File: config.mk
export PLATFORM = sky130hd
export DESIGN_NAME = max_pool_1_addr_gen
export DESIGN_NICKNAME = d
export VERILOG_FILES = /design/src/rtl/max_pool_1_addr_gen.sv
export SDC_FILE = /design/constraint.sdc
export NUM_CORES = 1
export LEC_CHECK = 0
export BUFFER_PORTS_ARGS = -buffer_cell sky130_fd_sc_hd__buf_2
export CAP_MARGIN = 20
export CORE_ASPECT_RATIO = 0.7
export CORE_MARGIN = 3
export CORE_UTILIZATION = 50
export CTS_BUF_LIST = sky130_fd_sc_hd__clkbuf_16
export CTS_CLUSTER_SIZE = 40
export DETAILED_ROUTE_END_ITERATION = 16
export GPL_ROUTABILITY_DRIVEN = 0
export PLACE_DENSITY = 0.77
export SYNTH_ARGS = -nofsm -noshare
export SYNTH_HDL_FRONTEND = slang
export SYNTH_SLANG_ARGS = --single-unit
export TNS_END_PERCENT = 10
File: constraint.sdc
create_clock -name ap_clk -period 5.5 [get_ports ap_clk]
set_input_delay 1.1 -clock ap_clk [delete_from_list [all_inputs] [get_ports ap_clk]]
set_output_delay 1.1 -clock ap_clk [all_outputs]
set_load 0.1 [all_outputs]
File: src/rtl/max_pool_1_addr_gen.sv
// Window address generator for the 2x2/stride-2 max-pool core.
// Walks ch/orow/ocol/dy/dx and streams row_idx*W + col through a 3-stage pipe.
module max_pool_1_addr_gen #(
    parameter int ROW_W  = 11,
    parameter int WID_W  = 5,
    parameter int CH_W   = 6,
    parameter int ADDR_W = 16
) (
    input  logic              ap_clk,
    input  logic              ap_rst,
    input  logic              ap_start,
    output logic              ap_done,
    output logic              ap_idle,
    output logic              ap_ready,
    input  logic [WID_W-1:0]  cfg_width,
    input  logic [WID_W-1:0]  cfg_height,
    input  logic [CH_W-1:0]   cfg_chan,
    output logic [ADDR_W-1:0] addr_data,
    output logic              addr_valid,
    input  logic              addr_ready,
    output logic              addr_win_last,
    output logic              addr_last
);

    localparam int OW_W = WID_W - 1;

    typedef enum logic [1:0] {
        S_IDLE,
        S_RUN,
        S_DRAIN,
        S_DONE
    } state_t;

    state_t state_q, state_d;

    logic [WID_W-1:0] w_q, w_d, h_q, h_d;
    logic [CH_W-1:0]  c_q, c_d;
    logic [OW_W-1:0]  ow_q, ow_d, oh_q, oh_d;

    logic [CH_W-1:0]  ch_q, ch_d;
    logic [OW_W-1:0]  orow_q, orow_d, ocol_q, ocol_d;
    logic             dy_q, dy_d, dx_q, dx_d;
    logic [ROW_W-1:0] base_q, base_d;

    logic              s0_vld_q, s0_wl_q, s0_last_q;
    logic [ROW_W-1:0]  s0_row_q;
    logic [WID_W-1:0]  s0_col_q;
    logic              s1_vld_q, s1_wl_q, s1_last_q;
    logic [ADDR_W-1:0] s1_prod_q;
    logic [WID_W-1:0]  s1_col_q;
    logic              s2_vld_q, s2_wl_q, s2_last_q;
    logic [ADDR_W-1:0] s2_addr_q;

    logic             en, degen, load_cfg, step;
    logic             ocol_end, orow_end, ch_end, win_end, cnt_last;
    logic [ROW_W-1:0] cur_row;
    logic [WID_W-1:0] cur_col;

    assign en    = !s2_vld_q || addr_ready;
    assign degen = (cfg_width[WID_W-1:1] == '0)
                || (cfg_height[WID_W-1:1] == '0)
                || (cfg_chan == '0);

    assign win_end  = dy_q && dx_q;
    assign ocol_end = (ocol_q == ow_q - OW_W'(1));
    assign orow_end = (orow_q == oh_q - OW_W'(1));
    assign ch_end   = (ch_q == c_q - CH_W'(1));
    assign cnt_last = win_end && ocol_end && orow_end && ch_end;

    assign cur_row = base_q + ROW_W'({orow_q, dy_q});
    assign cur_col = {ocol_q, dx_q};

    always_comb begin
        state_d  = state_q;
        load_cfg = 1'b0;
        step     = 1'b0;
        unique case (state_q)
            S_IDLE: begin
                if (ap_start) begin
                    if (degen) begin
                        state_d = S_DONE;
                    end else begin
                        state_d  = S_RUN;
                        load_cfg = 1'b1;
                    end
                end
            end
            S_RUN: begin
                if (en) begin
                    step = 1'b1;
                    if (cnt_last) state_d = S_DRAIN;
                end
            end
            S_DRAIN: begin
                if (s2_vld_q && addr_ready && s2_last_q) state_d = S_DONE;
            end
            S_DONE:  state_d = S_IDLE;
            default: state_d = S_IDLE;
        endcase
    end

    // Counter nest: dx fastest, then dy, ocol, orow, channel (base += H).
    always_comb begin
        w_d    = w_q;
        h_d    = h_q;
        c_d    = c_q;
        ow_d   = ow_q;
        oh_d   = oh_q;
        ch_d   = ch_q;
        orow_d = orow_q;
        ocol_d = ocol_q;
        dy_d   = dy_q;
        dx_d   = dx_q;
        base_d = base_q;
        if (load_cfg) begin
            w_d    = cfg_width;
            h_d    = cfg_height;
            c_d    = cfg_chan;
            ow_d   = cfg_width[WID_W-1:1];
            oh_d   = cfg_height[WID_W-1:1];
            ch_d   = '0;
            orow_d = '0;
            ocol_d = '0;
            dy_d   = 1'b0;
            dx_d   = 1'b0;
            base_d = '0;
        end else if (step) begin
            dx_d = !dx_q;
            if (dx_q) begin
                dy_d = !dy_q;
                if (dy_q) begin
                    if (ocol_end) begin
                        ocol_d = '0;
                        if (orow_end) begin
                            orow_d = '0;
                            ch_d   = ch_q + CH_W'(1);
                            base_d = base_q + ROW_W'(h_q);
                        end else begin
                            orow_d = orow_q + OW_W'(1);
                        end
                    end else begin
                        ocol_d = ocol_q + OW_W'(1);
                    end
                end
            end
        end
    end

    always_ff @(posedge ap_clk or posedge ap_rst) begin
        if (ap_rst) begin
            state_q <= S_IDLE;
            w_q     <= '0;
            h_q     <= '0;
            c_q     <= '0;
            ow_q    <= '0;
            oh_q    <= '0;
            ch_q    <= '0;
            orow_q  <= '0;
            ocol_q  <= '0;
            dy_q    <= 1'b0;
            dx_q    <= 1'b0;
            base_q  <= '0;
        end else begin
            state_q <= state_d;
            w_q     <= w_d;
            h_q     <= h_d;
            c_q     <= c_d;
            ow_q    <= ow_d;
            oh_q    <= oh_d;
            ch_q    <= ch_d;
            orow_q  <= orow_d;
            ocol_q  <= ocol_d;
            dy_q    <= dy_d;
            dx_q    <= dx_d;
            base_q  <= base_d;
        end
    end

    // One global enable: the whole pipe freezes while the output is stalled.
    always_ff @(posedge ap_clk or posedge ap_rst) begin
        if (ap_rst) begin
            s0_vld_q  <= 1'b0;
            s0_wl_q   <= 1'b0;
            s0_last_q <= 1'b0;
            s0_row_q  <= '0;
            s0_col_q  <= '0;
            s1_vld_q  <= 1'b0;
            s1_wl_q   <= 1'b0;
            s1_last_q <= 1'b0;
            s1_prod_q <= '0;
            s1_col_q  <= '0;
            s2_vld_q  <= 1'b0;
            s2_wl_q   <= 1'b0;
            s2_last_q <= 1'b0;
            s2_addr_q <= '0;
        end else if (en) begin
            s0_vld_q  <= step;
            s0_wl_q   <= step && win_end;
            s0_last_q <= step && cnt_last;
            s0_row_q  <= cur_row;
            s0_col_q  <= cur_col;
            s1_vld_q  <= s0_vld_q;
            s1_wl_q   <= s0_wl_q;
            s1_last_q <= s0_last_q;
            s1_prod_q <= ADDR_W'(s0_row_q) * ADDR_W'(w_q);
            s1_col_q  <= s0_col_q;
            s2_vld_q  <= s1_vld_q;
            s2_wl_q   <= s1_wl_q;
            s2_last_q <= s1_last_q;
            s2_addr_q <= s1_prod_q + ADDR_W'(s1_col_q);
        end
    end

    assign addr_valid    = s2_vld_q;
    assign addr_data     = s2_addr_q;
    assign addr_win_last = s2_wl_q;
    assign addr_last     = s2_last_q;
    assign ap_done       = (state_q == S_DONE);
    assign ap_ready      = ap_done;
    assign ap_idle       = (state_q == S_IDLE);

endmodule

==> qor.tcl, run 1 <==
set qor(timing.critical_path.fanout_max) 13
set qor(instances_no_fill) 1035
set qor(timing.critical_path.from_type) {flop}
set qor(internal_power_summed_over_all_cells_uw) 2300
set qor(dr_pass1_iterations) 4
set qor(status) {finished, final reports clean}
set qor(area_delta_synth_final_pct) 9.23
set qor(hold_violations) 0
set qor(grtUsageTotal) 0.202
set qor(yosysUniqueCellTypes) 56
set qor(synth_edf_count) 0
set qor(worstSkewPairLatency_ps) 350
set qor(power.density_cell_area_nw_per_um2) 576
set qor(placed_area_um2) 7580
set qor(synth.top_cells.by_area) {sky130_fd_sc_hd__dfrtp_1 37%, sky130_fd_sc_hd__nand2_1 8.6%, sky130_fd_sc_hd__ha_1 8.5%}
set qor(final_clock_skew_ps) 9.52
set qor(via_density_per_instance) 5.41
set qor(number_of_warnings_reported_in_the_yosys_synthesis_log) 0
set qor(holdCritPathClass) {reg2reg}
set qor(hold-path-endpoint) {s1_col_q[4]$_DFFE_PP0N_}
set qor(tritoncts) {done}
set qor(r2r_startpoint) {w_q[4]$_DFFE_PP0P_}
set qor(transition_at_the_pin_with_the_smallest_max_transition_slack_ps) 963
set qor(post_route_cell_area_um2) 7880
set qor(synth.avg_cell_area_um2) 8.87
set qor(yosysSeqAreaShare) 0.371
set qor(syn-instance-count) 813
set qor(netlist.top_cell.by_area) {sky130_fd_sc_hd__dfrtp_1}
set qor(hold_path_depth) 2
set qor(post_cts_resized) 0
set qor(worst_ep_arrival_time_ps) 4600
set qor(report.power.total_uw) 4540
set qor(dpl.cell_count) 1019
set qor(reg2reg_setup_slack_ps) 1170
set qor(max_cap_violations) 0
set qor(tritoncts_num_sinks) 107
set qor(postSynth.topFlopCell) {sky130_fd_sc_hd__dfrtp_1}
set qor(synth_seq_cells) 107
set qor(switching_share) 0.493
set qor(unrepaired_setup_endpoints_after_global_routing) {false}
set qor(grt_pass1_wl_mm) 26.4
set qor(max_slew_margin) 0.358
set qor(routed_wirelength_mm) 14.9
set qor(die-width_um) 150
set qor(total_congestion_overflow) 0
set qor(postCtsHoldBufs) 0
set qor(cts-htree-levels) 3
set qor(r2r.worst_path.cells) 13
set qor(timing.final.setup_violations) 0
set qor(finalCritPeriodShare) 0.787
set qor(detailed_place_hpwl_mm) 11.0
set qor(cts-root-buf) {sky130_fd_sc_hd__clkbuf_16}
set qor(postSynth.asyncResetShare) 1.00
set qor(buffer_depth_of_the_longest_clock_path) 2
set qor(setup_tns_ps) 0
set qor(initial_core_util) 0.515
set qor(fraction_of_layout_cells_with_a_size_suffix_above_1) 0.0864
set qor(io-pin-count) 42
set qor(grt_max_degree) 79
set qor(wire_per_inst_um) 14.4
set qor(timing.final.max_slew_violations) 0
set qor(chipHeight_um) 106
set qor(timing.hold.worst.start) {s1_col_q[4]$_DFFE_PP0N_}
set qor(post_cts_buffers) 0
set qor(synthesis.area_um2) 7210
set qor(numPortBuffers) 41
set qor(cts.clk_slew.worst_paths_ps) 80
set qor(period_minus_slack_ps) 4330
set qor(peakVddDrop_v) 0.000465
set qor(power.leakage_uw) 0.00387
set qor(finalNetCount) 939
set qor(design.die.area_um2) 15900
set qor(rows) 36
set qor(power.sequential.fraction) 0.302
set qor(drt-initial-drc-count) 304
set qor(fmax_ghz) 0.231
set qor(core_area_um2) 14000
set qor(cp_data_required_time_ps) 5770
set qor(ant_nets) 0
set qor(syn_nets) 912
set qor(crit_path_end_kind) {flop}
set qor(grt_antenna_before_repair) 0
set qor(cts_made_buffers) 9
set qor(path_class) {reg2reg}
set qor(route.vias.total) 5597
set qor(grt_pass1_vias) 5575
set qor(reg2reg_to) {s1_prod_q[13]$_DFFE_PP0N_}
set qor(combPwrFrac) 0.552
set qor(num_antenna_cells) 0
set qor(p_clk_frac) 0.146
set qor(synth_top_area_frac) 0.371
set qor(p_switching_uw) 2240
set qor(drc_errors) 0
-- logic make-up (layout without fill, tap and decap cells) --
| family | after synthesis | in the layout | synth area share |
|---|---|---|---|
| buf+inv | 92 | 124 | 0.0500 |
| compound gates | 162 | 162 | 0.135 |
| simple gates | 324 | 324 | 0.211 |
| flops | 107 | 107 | 0.371 |
| mux | 3 | 3 | 0.00416 |
| xor+xnor | 46 | 46 | 0.0599 |
| fa+ha+maj | 79 | 79 | 0.168 |
-- state kept, by name, indices dropped and copies added (netlist names), 2 cells and up --
name,count
ocol_q,4
s0_row_q,11
w_q,5
s1_prod_q,16
s0_col_q,5
base_q,11
addr_data,16
h_q,5
state_q,2
orow_q,4
ch_q,6
c_q,6
s1_col_q,5
-- worst max-delay path by stage --
stage                                  start                         to  slack [ps]  depth (start not counted)
final                     w_q[4]$_DFFE_PP0P_  s1_prod_q[13]$_DFFE_PP0N_        1170                         13
after global routing      w_q[3]$_DFFE_PP0P_  s1_prod_q[13]$_DFFE_PP0N_         880                         13
after CTS                 w_q[3]$_DFFE_PP0P_  s1_prod_q[13]$_DFFE_PP0N_        1200                         13
after detailed placement  w_q[3]$_DFFE_PP0P_  s1_prod_q[13]$_DFFE_PP0N_        1210                         13
after global placement    w_q[3]$_DFFE_PP0P_  s1_prod_q[13]$_DFFE_PP0N_        1400                         13
after floorplan           w_q[3]$_DFFE_PP0P_  s1_prod_q[13]$_DFFE_PP0N_        1550                         14
-- routing by layer --
layer  wire, µm  track usage
met5          0            0
met4        155       0.0392
met3        615       0.0307
met2       6640        0.314
met1       7490        0.302
-- cells in the mapped netlist, drive strengths merged, types with 5 or more instances --
cell / instances
a21o: 8
a21oi: 46
a31oi: 5
and2: 40
and3: 7
buf: 7
clkbuf: 23
dfrtp: 107
fa: 30
ha: 49
inv: 62
nand2: 165
nand2b: 7
nand3: 10
nand4: 5
nor2: 40
nor2b: 9
nor3: 12
o211ai: 5
o21ai: 59
o31ai: 11
or3: 10
or4: 7
xnor2: 24
xor2: 20
-- cell usage in the layout (no fill, tap or decap), types with 5 or more instances in the layout --
cell                        instances
sky130_fd_sc_hd__fa_1              30
sky130_fd_sc_hd__nor3_1            11
sky130_fd_sc_hd__a31oi_1            5
sky130_fd_sc_hd__or4_1              7
sky130_fd_sc_hd__nor2b_1            8
sky130_fd_sc_hd__o21ai_0           59
sky130_fd_sc_hd__nor2_1            40
sky130_fd_sc_hd__a21o_1             8
sky130_fd_sc_hd__nand3_1           10
sky130_fd_sc_hd__and2_1            40
sky130_fd_sc_hd__nand4_1            5
sky130_fd_sc_hd__o211ai_1           5
sky130_fd_sc_hd__and3_1             7
sky130_fd_sc_hd__buf_2             41
sky130_fd_sc_hd__o31ai_1           11
sky130_fd_sc_hd__buf_4              5
sky130_fd_sc_hd__ha_1              49
sky130_fd_sc_hd__nand2_1          165
sky130_fd_sc_hd__inv_1             62
sky130_fd_sc_hd__a21oi_1           46
sky130_fd_sc_hd__or3_1             10
sky130_fd_sc_hd__clkbuf_16          9
sky130_fd_sc_hd__nand2b_1           6
sky130_fd_sc_hd__xor2_1            20
sky130_fd_sc_hd__dfrtp_1          107
sky130_fd_sc_hd__xnor2_1           24
-- cell type report --
type	count	area, µm²
inverter	62	235
timing repair buffer	46	243
sequential	107	2680
multi-input combinational	614	4180
clock buffer	9	225
fill	1249	6130
tap	190	238
clock inverter	7	75.1
-- critical path, stage by stage, from the launching register on --
cell	delay [ps]
sky130_fd_sc_hd__dfrtp_1	530
sky130_fd_sc_hd__and2_1	230
sky130_fd_sc_hd__fa_1	500
sky130_fd_sc_hd__fa_1	540
sky130_fd_sc_hd__inv_1	50
sky130_fd_sc_hd__fa_1	540
sky130_fd_sc_hd__inv_1	50
sky130_fd_sc_hd__ha_1	320
sky130_fd_sc_hd__a21oi_1	290
sky130_fd_sc_hd__o21bai_1	110
sky130_fd_sc_hd__a221oi_1	320
sky130_fd_sc_hd__o21ai_0	300
sky130_fd_sc_hd__and4_1	290
sky130_fd_sc_hd__nor3_1	160
-- power by group through the flow --
| stage | Combinational (µW) | Sequential, µW | Clock (µW) |
|---|---|---|---|
| after global placement | 2440 | 1370 | 0 |
| after detailed placement | 2510 | 1380 | 0 |
| after CTS | 2520 | 1370 | 671 |
| final | 2510 | 1370 | 662 |
| after floorplan | 1720 | 1660 | 0 |
| after global routing | 2850 | 1420 | 698 |
-- metrics by stage --
step           hold slack (ps)  setup slack, ps  utilization
6_report                   472             1170        0.562
4_1_cts                    476             1200        0.562
3_3_place_gp               443             1400        0.541
3_5_place_dp               453             1210        0.541
5_1_grt                    495              884        0.562
2_1_floorplan              430             1550            -
Power figures use the tool's default switching activity.
==> run 2, diff against run 1 <==
--- a/config.mk
+++ b/config.mk
@@ -14,7 +14,7 @@
 export CTS_CLUSTER_SIZE = 40
 export DETAILED_ROUTE_END_ITERATION = 16
 export GPL_ROUTABILITY_DRIVEN = 0
-export PLACE_DENSITY = 0.77
+export PLACE_DENSITY = 0.8
 export SYNTH_ARGS = -nofsm -noshare
 export SYNTH_HDL_FRONTEND = slang
 export SYNTH_SLANG_ARGS = --single-unit
==> constraint.sdc (replaced) <==
create_clock -name ap_clk -period 3.6 [get_ports ap_clk]
set_input_delay 0.72 -clock ap_clk [delete_from_list [all_inputs] [get_ports ap_clk]]
set_output_delay 0.72 -clock ap_clk [all_outputs]
set_load 0.1 [all_outputs]
==> run 2 against run 1 <==
Against the previous run: the flow now finishes with violations (negative setup slack); worst setup slack worse by 1300 ps; non-clock buffer count is 41 higher; clock skew is 4.8 ps higher; die area stayed put; first-iteration DRC count is 66% higher; design area is 7.0% higher; largest power group unchanged.
==> qor.tcl, run 2 (synthesis gave the netlist of run 1 again) <==
set qor(status) {finished, violations left}
set qor(failed_checks) {negative setup slack}
set qor(power.density_cell_area_nw_per_um2) 948
set qor(fraction_of_layout_cells_with_a_size_suffix_above_1) 0.172
set qor(design.die.area_um2) 15900
set qor(via_density_per_instance) 5.57
set qor(chipHeight_um) 106
set qor(final_cell_mix) {163 x sky130_fd_sc_hd__nand2_1, 104 x sky130_fd_sc_hd__dfrtp_1, 61 x sky130_fd_sc_hd__inv_1}
set qor(tritoncts_num_sinks) 107
set qor(path_class) {reg2reg}
set qor(final_clock_skew_ps) 14.3
set qor(power.leakage_uw) 0.00408
set qor(drt-initial-drc-count) 506
set qor(numPortBuffers) 41
set qor(grtUsageTotal) 0.223
set qor(finalCritPeriodShare) 1.03
set qor(grt_pass1_vias) 6019
set qor(wire_per_inst_um) 15.6
set qor(finish.utilization) 0.602
set qor(timing.final.setup_violations) 5
set qor(cts_made_buffers) 9
set qor(use_met3) 0.0443
set qor(cts-root-buf) {sky130_fd_sc_hd__clkbuf_16}
set qor(max_slew_margin) 0.411
set qor(holdWs_ps) 247
set qor(gr-usage-met1) 0.326
set qor(report.power.total_uw) 7990
set qor(die-width_um) 150
set qor(ant_nets) 0
set qor(grt_antenna_before_repair) 0
set qor(final_common_cell) {sky130_fd_sc_hd__nand2_1}
set qor(worst_ep_arrival_time_ps) 3960
set qor(timing.final.max_slew_violations) 0
set qor(grt_max_degree) 81
set qor(route.vias.total) 5997
set qor(buffer_depth_of_the_longest_clock_path) 2
set qor(holdCritPathClass) {in2async}
set qor(area_delta_synth_final_pct) 16.8
set qor(finalNetCount) 980
set qor(globalRoute.busiestLayer) {met2}
set qor(detailed_place_hpwl_mm) 11.9
set qor(fmax_ghz) 0.270
set qor(timing.critical_path.from_type) {flop}
set qor(unrepaired_setup_endpoints_after_global_routing) {true}
set qor(total_congestion_overflow) 0
set qor(rows) 36
set qor(transition_at_the_pin_with_the_smallest_max_transition_slack_ps) 876
set qor(r2r_startpoint) {w_q[2]$_DFFE_PP0P_}
set qor(worstSkewPairLatency_ps) 350
set qor(period_minus_slack_ps) 3700
set qor(tritoncts) {done}
set qor(initial_core_util) 0.515
set qor(global_route.usage.met2) 0.342
set qor(worst_slack_ps) -98.0
set qor(dr_pass1_iterations) 5
set qor(timing.critical_path.fanout_max) 6
set qor(hold_violations) 0
set qor(routed_wirelength_mm) 16.8
set qor(setup_tns_ps) -293
set qor(critPathLaunch) {w_q[2]$_DFFE_PP0P_}
set qor(cts.clk_slew.worst_paths_ps) 80
set qor(peakVddDrop_v) 0.000850
set qor(num_antenna_cells) 0
set qor(crit_path_end_kind) {flop}
set qor(cts-htree-levels) 3
set qor(io-pin-count) 42
set qor(max_cap_violations) 0
set qor(cp_data_required_time_ps) 3860
set qor(pre_cts_slack_ps) -196
set qor(grt_pass1_wl_mm) 28.8
set qor(drc_errors) 0
set qor(core_area_um2) 14000
## run 2: what timing repair did
action / CTS / global route
resized for setup: 28 / 15
pin swaps: 22 / 17
endpoints found under the setup margin: 6 / 9
buffers inserted: 4 / 1
hold buffers: 0 / 0
## run 2: power by group
part	switching (µW)	total (µW)	internal, µW
registers	444	2070	1620
logic	2960	4930	1970
clock network	449	988	539
total	3850	7990	4140
## run 2: worst max-delay path, stage by stage, from the launching register on
cell and delay (ps):
sky130_fd_sc_hd__dfrtp_2 470, sky130_fd_sc_hd__and2_1 200, sky130_fd_sc_hd__fa_2 470, sky130_fd_sc_hd__fa_1 480, sky130_fd_sc_hd__inv_1 50, sky130_fd_sc_hd__fa_1 530
sky130_fd_sc_hd__inv_1 60, sky130_fd_sc_hd__ha_4 230, sky130_fd_sc_hd__and2_4 150, sky130_fd_sc_hd__nor2b_2 170, sky130_fd_sc_hd__a221oi_2 320, sky130_fd_sc_hd__o21ai_4 140
sky130_fd_sc_hd__and4_1 220, sky130_fd_sc_hd__nor3_1 120
## run 2: cell type report
| class | count | area (µm²) |
|---|---|---|
| clock buffers | 9 | 225 |
| clock inverters | 7 | 67.6 |
| multi-input cells | 614 | 4400 |
| fillers | 1120 | 5580 |
| well taps | 190 | 238 |
| inverters | 62 | 235 |
| repair buffers | 87 | 578 |
| flip-flops and latches | 107 | 2680 |
## run 2: worst paths after layout
path                                        endpoint  slack, ps  cells after the start
max                        s1_prod_q[13]$_DFFE_PP0N_       -100                     13
min                               c_q[1]$_DFFE_PP0P_        250                      2
max reg2reg                s1_prod_q[13]$_DFFE_PP0N_       -100                     13
min reg2reg                     s1_vld_q$_DFFE_PP0N_        470                      2
max in group asynchronous      base_q[7]$_DFFE_PP0P_       2540                      4
min in group ap_clk             s1_vld_q$_DFFE_PP0N_        470                      2
## run 2: through the flow
stage / instance area (µm²) / cells
floorplan: 7320 / 813
global placement: 7930 / 1054
detailed placement: 7930 / 1054
CTS: 8360 / 1074
global route: 8430 / 1076
finish: 8430 / 1076
## run 2: metal layers
metal / wire length, µm / part of all wire
met5: 0 / 0
met2: 7580 / 0.45
met4: 265 / 0.016
met3: 976 / 0.058
met1: 7940 / 0.47
